File: src/rtl/csa_stream_accumulator_pkg.sv
// Shared types and width helpers for the carry-save stream accumulator.
// Guard bits cover the growth of a MAX_BEATS-operand sum so overflow is exact.
package csa_pkg;

  typedef enum logic [1:0] {
    ACC     = 2'd0,
    RESOLVE = 2'd1,
    OUT     = 2'd2
  } state_t;

  function automatic int guard_w(input int max_beats);
    return $clog2(max_beats);
  endfunction

  function automatic int ext_w(input int width, input int max_beats);
    return width + $clog2(max_beats);
  endfunction

  function automatic int cnt_w(input int max_beats);
    return $clog2(max_beats) + 1;
  endfunction

endpackage

File: src/rtl/csa_stream_accumulator_row.sv
// Combinational 3:2 compressor row: per-bit full adders with no carry chain.
// The carry row is pre-shifted into weight position; the carry out of the MSB is dropped.
module csa_row #(
  parameter int W = 8
) (
  input  logic [W-1:0] a,
  input  logic [W-1:0] b,
  input  logic [W-1:0] c,
  output logic [W-1:0] sum,
  output logic [W-1:0] carry
);

  logic [W-1:0] maj;

  assign sum   = a ^ b ^ c;
  assign maj   = (a & b) | (a & c) | (b & c);
  assign carry = {maj[W-2:0], 1'b0};

endmodule

File: src/rtl/csa_stream_accumulator.sv
// Streaming multi-operand adder holding its running total in carry-save form;
// one carry-propagate add per packet resolves the total and overflow flag.
//
// state   | meaning
// --------+-----------------------------------------------------------
// ACC     | accepting beats, compressing each into sum_r/carry_r
// RESOLVE | one cycle: CPA of sum_r + carry_r into the output registers
// OUT     | result presented, held until out_ready; then clear and ACC
module csa_stream_accumulator
  import csa_pkg::*;
#(
  parameter  int WIDTH     = 64,
  parameter  int MAX_BEATS = 256,
  localparam int CNT_W     = cnt_w(MAX_BEATS)
) (
  input  logic             clk,
  input  logic             rst_n,
  input  logic             in_valid,
  output logic             in_ready,
  input  logic [WIDTH-1:0] in_data,
  input  logic             in_last,
  output logic             out_valid,
  input  logic             out_ready,
  output logic [WIDTH-1:0] out_sum,
  output logic             out_ovf,
  output logic [CNT_W-1:0] out_count
);

  localparam int EXT = ext_w(WIDTH, MAX_BEATS);
  localparam logic [CNT_W-1:0] MAX_CNT = CNT_W'(MAX_BEATS);

  state_t           state_q, state_d;
  logic [EXT-1:0]   sum_r, carry_r;
  logic [EXT-1:0]   row_sum, row_carry;
  logic [EXT-1:0]   total;
  logic [CNT_W-1:0] cnt;
  logic             excess;
  logic             beat;

  csa_row #(.W(EXT)) u_row (
    .a    (sum_r),
    .b    (carry_r),
    .c    (EXT'(in_data)),
    .sum  (row_sum),
    .carry(row_carry)
  );

  assign total = sum_r + carry_r;

  always_ff @(posedge clk or negedge rst_n) begin
    if (!rst_n) state_q <= ACC;
    else        state_q <= state_d;
  end

  always_comb begin
    state_d  = state_q;
    in_ready = 1'b0;
    beat     = 1'b0;
    case (state_q)
      ACC: begin
        in_ready = 1'b1;
        beat     = in_valid;
        if (in_valid && in_last) state_d = RESOLVE;
      end
      RESOLVE: state_d = OUT;
      OUT:     if (out_ready) state_d = ACC;
      default: state_d = ACC;
    endcase
  end

  always_ff @(posedge clk or negedge rst_n) begin
    if (!rst_n) begin
      sum_r     <= '0;
      carry_r   <= '0;
      cnt       <= '0;
      excess    <= 1'b0;
      out_valid <= 1'b0;
      out_sum   <= '0;
      out_ovf   <= 1'b0;
      out_count <= '0;
    end else begin
      if (beat) begin
        sum_r   <= row_sum;
        carry_r <= row_carry;
        // Count saturates; anything past MAX_BEATS may have wrapped the guard bits.
        if (cnt == MAX_CNT) excess <= 1'b1;
        else                cnt    <= cnt + CNT_W'(1);
      end
      if (state_q == RESOLVE) begin
        out_sum   <= total[WIDTH-1:0];
        out_ovf   <= (|total[EXT-1:WIDTH]) | excess;
        out_count <= cnt;
        out_valid <= 1'b1;
      end
      if (state_q == OUT && out_ready) begin
        out_valid <= 1'b0;
        sum_r     <= '0;
        carry_r   <= '0;
        cnt       <= '0;
        excess    <= 1'b0;
      end
    end
  end

endmodule
File: config.mk
export PLATFORM = sky130hd
export DESIGN_NAME = csa_stream_accumulator
export DESIGN_NICKNAME = d
export VERILOG_FILES = /design/src/rtl/csa_stream_accumulator_pkg.sv /design/src/rtl/csa_stream_accumulator_row.sv /design/src/rtl/csa_stream_accumulator.sv
export SDC_FILE = /design/constraint.sdc
export NUM_CORES = 1
export LEC_CHECK = 0
export ABC_AREA = 0
export CAP_MARGIN = 20
export CORE_ASPECT_RATIO = 1.75
export CORE_UTILIZATION = 35
export CTS_CLUSTER_DIAMETER = 150
export DETAILED_ROUTE_END_ITERATION = 8
export SLEW_MARGIN = 10
export SYNTH_ARGS = -nofsm -noshare
export SYNTH_HDL_FRONTEND = slang
export SYNTH_SLANG_ARGS = --single-unit
File: constraint.sdc
create_clock -name clk -period 7.9 [get_ports clk]
set_input_delay 1.58 -clock clk [delete_from_list [all_inputs] [get_ports clk]]
set_output_delay 1.58 -clock clk [all_outputs]
set_load 0.02 [all_outputs]
==> results by group, run 1 <==
Run status
  • Status: completed

Layout
  • Commonest non-fill, non-tap cell in the layout: nand2_1
  • Fin nets: 1994
  • Cell area after layout: 17400 sq um
  • Area grow syn2layout: 18.5%
  • Commonest cells after routing, fill and taps aside: nand2_1, dfrtp_1, inv_1
  • Antenna cells: 0
  • Share of layout cells above drive strength 1: 3.60%
  • Final core utilization: 42.3%

Synthesis
  • Mux cell area share after synthesis: 0.205%
  • Post-synth top flop: dfrtp_1
  • Cell taking the most area after synthesis: dfrtp_1
  • Gate count of the mapped netlist: 1697
  • Mean Syn Cell Area: 8.64 sq um
  • Yosys top cell area share: 39.2%
  • Distinct cells, synth: 66
  • Number of synthesized flops with an enable pin: 0
  • Synth Warn #: 0
  • Post-synthesis simple-gate area fraction: 13.8%
  • Xor/xnor share of the synthesized area: 4.12%
  • Sequential share of the synthesized area: 39.2%
  • Synth Area in Compound Gates: 19.8%
  • Adder-cell area share of the yosys netlist: 15.0%
  • Synth async-reset ratio: 100%
  • Mapped cell area: 14700 sq um
  • Flops & latches, synth: 230
  • Largest family of logic cells by synthesized area: compound AO/OA/AOI/OAI gates
  • Area contributors post-synth: dfrtp_1, fa_1, o21ai_0
  • Synthesized Nets: 1903

Critical path
  • Critical Path End Type: register
  • Crit Path Category: in -> reg
  • R2r setup slk: 4.09 ns
  • Largest delay share family, worst path: buffers and inverters
  • CP dominant cell by count: buf_4
  • Required time of the critical path: 8.33 ns
  • Worst Path Buf+Inv: 3
  • CP arrival: 4.35 ns
  • Critical path peak fanout: 69
  • Critical R2R Capture: out_sum[41]$_DFFE_PN0P_
  • Startpoint Class: primary input
  • R2R cell count: 12
  • Crit path max-delay cell type: nor2_4
  • Reg-to-reg critical path startpoint: carry_r[1]$_DFFE_PN0P_
  • CP peak stage delay: 0.83 ns
  • CP Cell Sequence: clkdlybuf4s50_1 > and2_2 > buf_4 > nor2_4 > buf_4 > nand2_1 > o21ai_0

Placement
  • Gpl congestion: 0.905
  • Placed cell area: 16600 sq um
  • # port buffers: 144
  • HPWL reported at the end of detailed placement: 30400 microns

Worst hold path
  • HP Start: out_count[6]$_DFFE_PN0P_
  • Hold Path Sink: out_count[6]$_DFFE_PN0P_
  • Hold path depth: 2
  • Hold/Removal Path Class: reg -> reg

Global routing
  • Initial antenna violation count: 0
  • Total grt overflow: 0
  • Largest net degree at the start of global routing: 110
  • Vias in the first global route: 12600
  • Total Routing Usage GR: 19.4%
  • First-pass GRT wire length: 65600 microns

Timing
  • Max Fclk: 255 MHz
  • Endpoints failing hold: 0
  • Min Tclk post-route: 3.92 ns
  • Setup Skew: 0.0286 ns
  • Rel. slew slack: 33.9%
  • Final Max Slew Viols: 0
  • Slew @ Worst Pin: 0.989 ns
  • Part of the cycle the worst path needs: 49.6%
  • Setup violators final: 0
  • Unrepaired setup endpoints after global routing: no
  • Final setup TNS: 0 ns

Clocking
  • CTS Hold Bufs: 0
  • Post-CTS Setup Bufs: 0
  • Resize count post-CTS: 0
  • CTS max path bufs: 3
  • Clock root buffer: clkbuf_16
  • Clk slew on worst S/H paths: 0.06 ns
  • Clock latency on the worst-skew pair: 0.55 ns
  • H-tree depth: 1
  • TritonCTS buffer count: 24
  • Clock Sinks: 230
  • CTS tree: done

Pwr
  • Flop pwr share: 27.0%
  • Leakage: 0.00787 uW
  • Gate power share: 57.4%
  • P_int: 4020 uW
  • Worst vdd rail ir drop: 0.199 mV
  • Sw power: 3660 uW
  • Power Density: 442 nW/um^2
  • Clock share of power: 15.6%
  • Switch share: 47.7%

Routing
  • DR WL/cell: 17.0 microns
  • First DRT Iteration DRCs: 551
  • Post-Route WL: 40200 microns
  • Routed Antenna Nets: 0
  • DR pass1 iterations: 5
  • Vias: 12000
  • DRC Markers: 0
  • DR vias/cell: 5.11

Die
  • # rows: 98
  • Ports: 145
  • Core ar.: 41100 sq um
  • Die area: 42800 sq um
  • Initial Util: 35.7%
  • Die Y: 273 microns
  • Die W: 157 microns

Run
  • Max_cap viols: 0
routing by layer:
layer	GRT usage, %	part of all wire [%]
met5	0	0
met4	10.1	5.1
met3	1.71	2.9
met2	36.1	53
met1	21.6	39
layout make-up:
| cell class | instances | area (sq um) |
|---|---|---|
| clock buffer | 30 | 653 |
| clock inverter | 14 | 174 |
| fill | 4114 | 23700 |
| inverter | 219 | 822 |
| multi-input combinational | 1160 | 7780 |
| sequential | 230 | 5760 |
| tap | 550 | 688 |
| timing repair buffer | 153 | 1510 |
how the worst max path moves through the flow:
| stage | from | cells past startpoint | endpoint |
|---|---|---|---|
| CTS | in_valid | 7 | carry_r[43]$_DFFE_PN0P_ |
| floorplan | sum_r[1]$_DFFE_PN0P_ | 12 | out_ovf$_DFFE_PN0P_ |
| finish | in_valid | 7 | carry_r[43]$_DFFE_PN0P_ |
| detailed placement | in_valid | 7 | carry_r[24]$_DFFE_PN0P_ |
| global route | in_valid | 7 | sum_r[50]$_DFFE_PN0P_ |
| global placement | in_valid | 7 | carry_r[46]$_DFFE_PN0P_ |
through the flow:
step	setup slack, ns	hold slack [ns]	power [uW]	std cells
2_1_floorplan	4.79	0.454	4950	1697
3_3_place_gp	3.49	0.461	6400	2312
6_report	3.98	0.471	7680	2356
5_1_grt	3.77	0.497	8330	2356
4_1_cts	3.98	0.480	7750	2356
3_5_place_dp	3.42	0.463	6500	2312
kinds of logic (layout without fill, tap and decap cells):
| kind of cell | count (synthesis) | after routing |
|---|---|---|
| fa+ha+maj | 137 | 137 |
| buf+inv | 307 | 416 |
| xor+xnor | 69 | 69 |
| flops | 230 | 230 |
| simple gates | 471 | 471 |
| mux | 3 | 3 |
| compound gates | 480 | 480 |
power by group through the flow:
| stage | combinational (uW) | sequential [uW] | clock [uW] |
|---|---|---|---|
| finish | 4410 | 2070 | 1200 |
| global route | 4910 | 2140 | 1280 |
| CTS | 4430 | 2080 | 1230 |
| detailed placement | 4400 | 2100 | 0 |
| global placement | 4320 | 2080 | 0 |
| floorplan | 2780 | 2170 | 0 |
state kept, by name, summed over array words and instances (netlist names):
| signal | count |
|---|---|
| state_q | 2 |
| out_valid | 1 |
| excess | 1 |
| sum_r | 72 |
| out_ovf | 1 |
| cnt | 9 |
| out_count | 9 |
| out_sum | 64 |
| carry_r | 71 |
synth_stat cells (4+ instances only):
cell	number
a211oi_1	42
a21o_1	28
a21oi_1	94
a221oi_1	5
a22o_1	12
a31oi_1	9
and2_1	5
and3_1	4
and4_1	4
buf_1	4
clkbuf_1	82
dfrtp_1	230
fa_1	64
ha_1	73
inv_1	218
nand2_1	271
nand3_1	11
nand4_1	33
nor2_1	96
nor2b_1	9
nor3_1	15
nor4_1	6
o21ai_0	209
o21ai_1	14
o21bai_1	17
o31ai_1	8
or3_1	5
xnor2_1	38
xor2_1	31
worst min-delay path: stages (launching register included):
cell and delay (ns):
dfrtp_1 0.34, nand2_1 0.05, nand2_1 0.05
Note: power is estimated with default switching activity, not from simulation.
==> run 2, diff against run 1 <==
- clock period: 7.9 -> 3.25 ns (I/O delays scaled with it)
==> results by group, run 2 (synthesized netlist as in run 1, its figures left out) <==
Run status
  • Status: completed

Timing
  • Endpoints failing hold: 0
  • Min Tclk post-route: 3.12 ns
  • Part of the cycle the worst path needs: 96.0%
  • Final worst slack: 0.129 ns
  • Slew @ Worst Pin: 0.997 ns
  • Final Max Slew Viols: 0
  • Setup Skew: 0.0321 ns
  • Rel. slew slack: 33.5%
  • Setup violators final: 0
  • Unrepaired setup endpoints after global routing: yes
  • Hold Slack: 0.0416 ns
  • Max Fclk: 320 MHz

Run
  • Max_cap viols: 0

Die
  • Die Y: 273 microns
  • Ports: 145
  • Core ar.: 41100 sq um
  • Die area: 42800 sq um
  • Initial Util: 35.7%
  • # rows: 98
  • Die W: 157 microns

Pwr
  • Sw power: 9060 uW
  • Flop pwr share: 26.1%
  • Clock share of power: 14.0%
  • Switch share: 47.0%
  • P_int: 10200 uW
  • Gate power share: 59.9%
  • Leakage: 0.00821 uW
  • Power Density: 1070 nW/um^2
  • Worst vdd rail ir drop: 0.572 mV

Critical path
  • Crit Path Category: reg -> reg
  • Critical Path End Type: register
  • Startpoint Class: register
  • Required time of the critical path: 3.64 ns
  • R2R cell count: 12
  • Critical path peak fanout: 5
  • CP arrival: 3.51 ns

Global routing
  • Largest net degree at the start of global routing: 99
  • Total Routing Usage GR: 19.5%
  • Vias in the first global route: 12700
  • Total grt overflow: 0
  • Initial antenna violation count: 0
  • First-pass GRT wire length: 66200 microns

Clocking
  • Clock root buffer: clkbuf_16
  • CTS tree: done
  • Clk slew on worst S/H paths: 0.06 ns
  • CTS max path bufs: 3
  • H-tree depth: 1
  • TritonCTS buffer count: 24
  • CTS Hold Bufs: 0
  • Clock latency on the worst-skew pair: 0.56 ns
  • Clock Sinks: 230

Routing
  • Routed Antenna Nets: 0
  • DRC Markers: 0
  • DR vias/cell: 5.09
  • Vias: 12300
  • Post-Route WL: 40700 microns
  • First DRT Iteration DRCs: 597
  • DR WL/cell: 16.8 microns
  • DR pass1 iterations: 5

Layout
  • Cell area after layout: 18000 sq um
  • Commonest non-fill, non-tap cell in the layout: nand2_1
  • Antenna cells: 0
  • Share of layout cells above drive strength 1: 7.77%
  • Fin nets: 2059
  • Largest regs: sum_r: 72 flops, carry_r: 71 flops, out_sum: 64 flops
  • Max reg flops: 72
  • Area grow syn2layout: 22.6%
  • Final core utilization: 43.8%
  • Largest Register: sum_r
  • Commonest cells after routing, fill and taps aside: nand2_1, dfrtp_1, inv_1

Placement
  • Gpl congestion: 0.922
  • # port buffers: 144
  • HPWL reported at the end of detailed placement: 31300 microns
  • Placed cell area: 17100 sq um
  • Post-Place Worst Slack: -0.124 ns

Worst hold path
  • Hold/Removal Path Class: in -> async
run 2: worst paths after layout:
path | from | endpoint | slack (ns)
worst max-delay path | sum_r[33]$_DFFE_PN0P_ | out_sum[60]$_DFFE_PN0P_ | 0.13
worst min-delay path | rst_n | carry_r[15]$_DFFE_PN0P_ | 0.04
worst max register to register | sum_r[33]$_DFFE_PN0P_ | out_sum[60]$_DFFE_PN0P_ | 0.13
worst min register to register | out_sum[26]$_DFFE_PN0P_ | out_sum[26]$_DFFE_PN0P_ | 0.47
max in group asynchronous | rst_n | sum_r[40]$_DFFE_PN0P_ | 2.46
min in group clk | out_sum[26]$_DFFE_PN0P_ | out_sum[26]$_DFFE_PN0P_ | 0.47
run 2: per-stage QoR:
step,TNS [ns],power (uW),cells
after floorplan,0,12000,1697
after global placement,-0.119,16200,2372
final,0,19300,2416
after detailed placement,-0.179,16400,2372
after global routing,-0.0362,20900,2416
after CTS,0,19300,2414
run 2: area by class of cell:
class	count	area [sq um]
fillers	4087	23100
multi-input cells	1160	7900
flip-flops and latches	230	5760
repair buffers	218	2060
inverters	219	822
clock buffers	34	708
well taps	550	688
clock inverters	5	38.8
run 2: power by group through the flow:
stage	clock (uW)	sequential [uW]	combinational, uW
global route	2870	5210	12800
finish	2700	5040	11500
CTS	2780	5060	11400
global placement	0	5050	11200
detailed placement	0	5100	11300
floorplan	0	5270	6770
run 2: worst max-delay path, cell delays in order, from the launching register on:
cell       delay, ns
dfrtp_1         0.40
ha_1            0.39
buf_4           0.18
a21oi_1         0.19
o2111ai_1       0.16
a221oi_1        0.35
a21oi_1         0.14
o31ai_2         0.32
o21ai_1         0.14
a21oi_1         0.26
o31a_1          0.19
xor2_1          0.18
o21ai_1         0.07
run 2: per-layer routing:
layer  share of wire [%]  vias to the layer above  track usage (%)
li1                    -                     6001                -
met1                  38                     5952             21.9
met2                  54                      253             36.4
met3                 2.9                       91             1.47
met4                 5.3                        0             10.2
met5                   0                        -                0
run 2: timing repair:
action                     4_1_cts  5_1_grt
gates resized for setup          5       20
pin swaps                        4        6
setup buffers                    3        2
setup endpoints to repair        3       21
==> run 3, diff against run 2 <==
- ABC_CLOCK_PERIOD_IN_PS: unset -> 3250
- CAP_MARGIN: 20 -> unset
==> results of run 3 <==
No change in the layout: final DEF, timing and power equal those of run 2.
